===== src/rtl/pipe_slice_chain_pkg.sv =====
// Shared helpers for the elastic pipeline chain.
package pipe_slice_chain_pkg;

  // Next occupancy value.
  // Moves by one only when exactly one of inc/dec is set, and saturates at 0 and max_cnt.
  function automatic int unsigned occ_next(int unsigned cnt, logic inc, logic dec,
                                           int unsigned max_cnt);
    int unsigned res;
    res = cnt;
    if (inc && !dec && cnt < max_cnt) begin
      res = cnt + 1;
    end else if (dec && !inc && cnt > 0) begin
      res = cnt - 1;
    end
    return res;
  endfunction

endpackage


===== src/rtl/pipe_slice.sv =====
// One elastic stage: valid/data registers with ready combine, synchronous flush
// and asynchronous active-low reset.
module pipe_slice #(
  parameter int WIDTH = 4
) (
  input  logic             clk,
  input  logic             rst_n,
  input  logic             flush,
  input  logic             up_valid,
  input  logic [WIDTH-1:0] up_data,
  input  logic             dn_ready,
  output logic             up_ready,
  output logic             valid,
  output logic [WIDTH-1:0] data
);

  // The stage can take new content when it is empty or when its content moves on this cycle.
  // The downstream stage also accepts in that second case.
  assign up_ready = !valid || dn_ready;

  // Valid bit: flush clears it, otherwise it follows upstream whenever the stage can move.
  always_ff @(posedge clk or negedge rst_n) begin
    if (!rst_n) begin
      valid <= 1'b0;
    end else if (flush) begin
      valid <= 1'b0;
    end else if (up_ready) begin
      valid <= up_valid;
    end
  end

  // Data register: loads only real upstream items, so a bubble never overwrites held data.
  always_ff @(posedge clk or negedge rst_n) begin
    if (!rst_n) begin
      data <= '0;
    end else if (up_ready && up_valid) begin
      data <= up_data;
    end
  end

endmodule


===== src/rtl/pipe_slice_chain.sv =====
// Elastic delay line of DEPTH pipe_slice stages with bubble collapsing, flush
// and a registered occupancy counter.
module pipe_slice_chain
  import pipe_slice_chain_pkg::*;
#(
  parameter  int WIDTH = 4,
  parameter  int DEPTH = 2,
  localparam int CNT_W = $clog2(DEPTH + 1)
) (
  input  logic             clk,
  input  logic             rst_n,
  input  logic             flush_i,
  input  logic             in_valid_i,
  output logic             in_ready_o,
  input  logic [WIDTH-1:0] in_data_i,
  output logic             out_valid_o,
  input  logic             out_ready_i,
  output logic [WIDTH-1:0] out_data_o,
  output logic [CNT_W-1:0] count_o
);

  logic             in_xfer;
  logic             out_xfer;
  logic [CNT_W-1:0] count_q;

  // Each stage keeps its own handshake nets. The ready path from out_ready_i back
  // to in_ready_o is therefore a plain chain of separate signals.
  genvar k;
  generate
    for (k = 0; k < DEPTH; k++) begin : g_stage
      logic             up_valid;
      logic [WIDTH-1:0] up_data;
      logic             dn_ready;
      logic             up_ready;
      logic             vld;
      logic [WIDTH-1:0] dat;

      if (k == 0) begin : g_head
        assign up_valid = in_valid_i;
        assign up_data  = in_data_i;
      end else begin : g_link
        assign up_valid = g_stage[k-1].vld;
        assign up_data  = g_stage[k-1].dat;
      end

      if (k == DEPTH - 1) begin : g_tail
        assign dn_ready = out_ready_i;
      end else begin : g_next
        assign dn_ready = g_stage[k+1].up_ready;
      end

      pipe_slice #(
        .WIDTH(WIDTH)
      ) u_slice (
        .clk     (clk),
        .rst_n   (rst_n),
        .flush   (flush_i),
        .up_valid(up_valid),
        .up_data (up_data),
        .dn_ready(dn_ready),
        .up_ready(up_ready),
        .valid   (vld),
        .data    (dat)
      );
    end
  endgenerate

  assign in_ready_o  = g_stage[0].up_ready;
  assign out_valid_o = g_stage[DEPTH-1].vld;
  assign out_data_o  = g_stage[DEPTH-1].dat;

  assign in_xfer  = in_valid_i && in_ready_o;
  assign out_xfer = out_valid_o && out_ready_i;

  // Occupancy counter tracks handshakes rather than a popcount of the valid bits.
  // A flush discards a simultaneous input, so the counter goes to zero.
  always_ff @(posedge clk or negedge rst_n) begin
    if (!rst_n) begin
      count_q <= '0;
    end else if (flush_i) begin
      count_q <= '0;
    end else begin
      count_q <= CNT_W'(occ_next(32'(count_q), in_xfer, out_xfer, DEPTH));
    end
  end

  assign count_o = count_q;

endmodule


===== config.mk =====
export PLATFORM = sky130hd
export DESIGN_NAME = pipe_slice_chain
export DESIGN_NICKNAME = d
export VERILOG_FILES = /design/src/rtl/pipe_slice_chain_pkg.sv /design/src/rtl/pipe_slice.sv /design/src/rtl/pipe_slice_chain.sv
export SDC_FILE = /design/constraint.sdc
export NUM_CORES = 1
export LEC_CHECK = 0
export CAP_MARGIN = 20
export CORE_UTILIZATION = 32
export DETAILED_ROUTE_END_ITERATION = 6
export GPL_TIMING_DRIVEN = 0
export SKIP_CTS_REPAIR_TIMING = 1
export SLEW_MARGIN = 0
export SYNTH_ARGS = -nofsm -noshare
export SYNTH_HDL_FRONTEND = slang
export SYNTH_SLANG_ARGS = --single-unit

===== constraint.sdc =====
create_clock -name clk -period 1.8 [get_ports clk]
set_input_delay 0.36 -clock clk [delete_from_list [all_inputs] [get_ports clk]]
set_output_delay 0.36 -clock clk [all_outputs]
set_load 0.01 [all_outputs]

==> impl_metrics.ini <==
[status]
outcome = complete, no violations

[power_and_ir_drop]
pwr_density_cell_nw_per_um2 = 855
power.leakage_nw = 0.306
ir_drop_mv = 0.586

[critical_path]
r2r_start = g_stage[1].u_slice.valid
ff2ff_setup_slack_ns = 0.41
max_stage_delay_ns = 0.58
cp_top_family = buffers and inverters
cp.arrival_ns = 1.32
setup.worst_path.end_class = output pin
crit_start = count_o[0]
worst-endpoint-required_ns = 1.44
slowest_stage = clkdlybuf4s50_1
crit_path_max_fanout = 8
critPathBufInv = 1
crit_cells = 1
critPathLaunchType = flip-flop
path_cells = clkdlybuf4s50_1
crit_type = reg -> out
worst-r2r-cell-count = 3

[sta]
rsz0062_at_grt = false
max_slew.worst_pin.slew_ns = 0.506
setup_viol_count_final = 0
max-slew-margin-rel_pct = 66.1
fin_hold_ws_ns = 0.430
finClkSkew_ns = 0.00566
hold_viol = 0
maxSlewViolCount = 0
fin_crit_ns = 1.68
finalCritPeriodShare_pct = 93.1
fmax_ghz = 0.596

[cts]
clkTransAtPathRegs_ns = 0.07
cts_tree = done
numCtsBuffers = 3
cts.sink_count = 12
htree_levels = 1
clockBufferDepth = 2
cts-root-buf = clkbuf_4
clock_latency_ns = 0.26

[layout]
fill_cells = 141
fin_cells = 78
diodes = 0
syn2layout_area_growth_pct = 40.0
final_nets = 73
fin_area_um2 = 732
drive_above_1_share_pct = 19.4

[synth]
synth_cell_type_count = 14
ys_seq_area_share_pct = 57.4
yosysWarnings = 0
synth_compound_area_share_pct = 14.4
yosys.area_share.simple_pct = 8.13
synth_nets = 52
synth_top_cells_by_area = dfrtp_1, mux2_2, a21oi_1
synth_seq_cells = 12
syn_avg_cell_area_um2 = 12.2
synthXorXnorAreaFrac_pct = 0
synth_fa_ha_area_share_pct = 0
synth_mux_area_share_pct = 17.2
syn-cell-area_um2 = 523
netlist_instances = 43
synth_top_family_by_area = multiplexers
synth_top_area_share_pct = 57.4
synth.largest_area_cell = dfrtp_1

[min_path]
hold_class = in -> async

[route]
drc = 0
dr.first_iter.drc_count = 2
first_pass_iters = 3
viasPerCell = 5.13
wl_per_cell_um = 12.6
wl_met1_um = 462
routed.top_layer = met4
wl_met3_um = 52
drt_wl_total_um = 981
wl_met2_um = 459
dr_total_vias = 400
ant_nets = 0

[grt]
overflow = 0
grt_max_degree = 13
grt_usage_pct = 13.2
grt_pass1_wl_mm = 1.70
grt_pass1_vias = 396
antenna_found_initial = 0

[die]
dieArea_um2 = 1800
die_h_um = 42.4
coreArea_um2 = 1520
die_w_um = 42.4
initial_core_util_pct = 34.3
rows = 14
io_pins = 17

[place]
dp_cells = 75
dp_hpwl_um = 730
gp_congestion = 0.713
dpl_cell_area_um2 = 703
port_buffers = 16

[flow_run]
cap_violations = 0
## cell usage after synthesis
cell,number
dfrtp_1,12
mux2_2,8
a21oi_1,4
inv_1,4
a311o_1,2
a31oi_1,2
nand2_1,2
o21ai_0,2
or3b_1,2
nand2b_1,1
nand3b_1,1
nor2_1,1
o211ai_1,1
o21ai_1,1
## layout by cell type, fill, tap and decap left out
master           instances
a21oi_1                  4
a311o_1                  2
a31oi_1                  2
clkbuf_4                 3
clkdlybuf4s50_1         14
dfrtp_1                 11
dfrtp_2                  1
dlymetal6s2s_1           2
inv_1                    4
mux2_2                   8
nand2_1                  2
nand2b_1                 1
nand3b_1                 1
nor2_1                   1
o211ai_1                 1
o21ai_0                  2
o21ai_1                  1
or3b_1                   2
## cell families after synthesis
group,Yosys count
muxes,8
and+or+nand+nor,7
DFF,12
AOI/OAI and AO/OA,12
buffers and inverters,4
## registers in the layout (all words and copies together) (netlist names)
name                   count
g_stage.u_slice.data       8
g_stage.u_slice.valid      2
count_o                    2
## power by group
part | leakage [nW] | internal (mW) | total, mW | switching (mW)
registers | 0.145 | 0.305 | 0.329 | 0.0236
clock network | 0.0138 | 0.0772 | 0.154 | 0.0769
logic | 0.147 | 0.0913 | 0.142 | 0.0512
## layer usage
metal  vias to the layer above  track usage (%)
li1                        196                -
met1                       194             16.4
met2                         8             19.4
met3                         2             7.76
met4                         0             3.75
met5                         -                0
## through the flow
step                      setup TNS, ns  worst slack, ns  power, mW  util, %
after global placement           -0.250           -0.247      0.476     46.1
after CTS                        -0.245           -0.245      0.637     47.6
after global routing                  0           0.0388      0.672     48.0
after floorplan                       0            0.483      0.391        -
after detailed placement         -0.318           -0.258      0.479     46.1
final                                 0            0.123      0.626     48.0
## worst paths after layout
kind                                         endpoint
setup / recovery                           count_o[0]
hold / removal             g_stage[0].u_slice.data[1]
setup reg to reg           g_stage[1].u_slice.data[3]
hold reg to reg            g_stage[0].u_slice.data[2]
max in group asynchronous    g_stage[1].u_slice.valid
min in group clk                           count_o[1]
## cell type report
cell class                 count  area (um2)  area share, %
clock buffer                   3        22.5           3.08
inverter                       4        15.0           2.05
multi-input combinational     27         208           28.4
sequential                    12         302           41.2
tap                           16        20.0           2.74
timing repair buffer          16         165           22.6
Note: power is estimated with default switching activity, not from simulation.
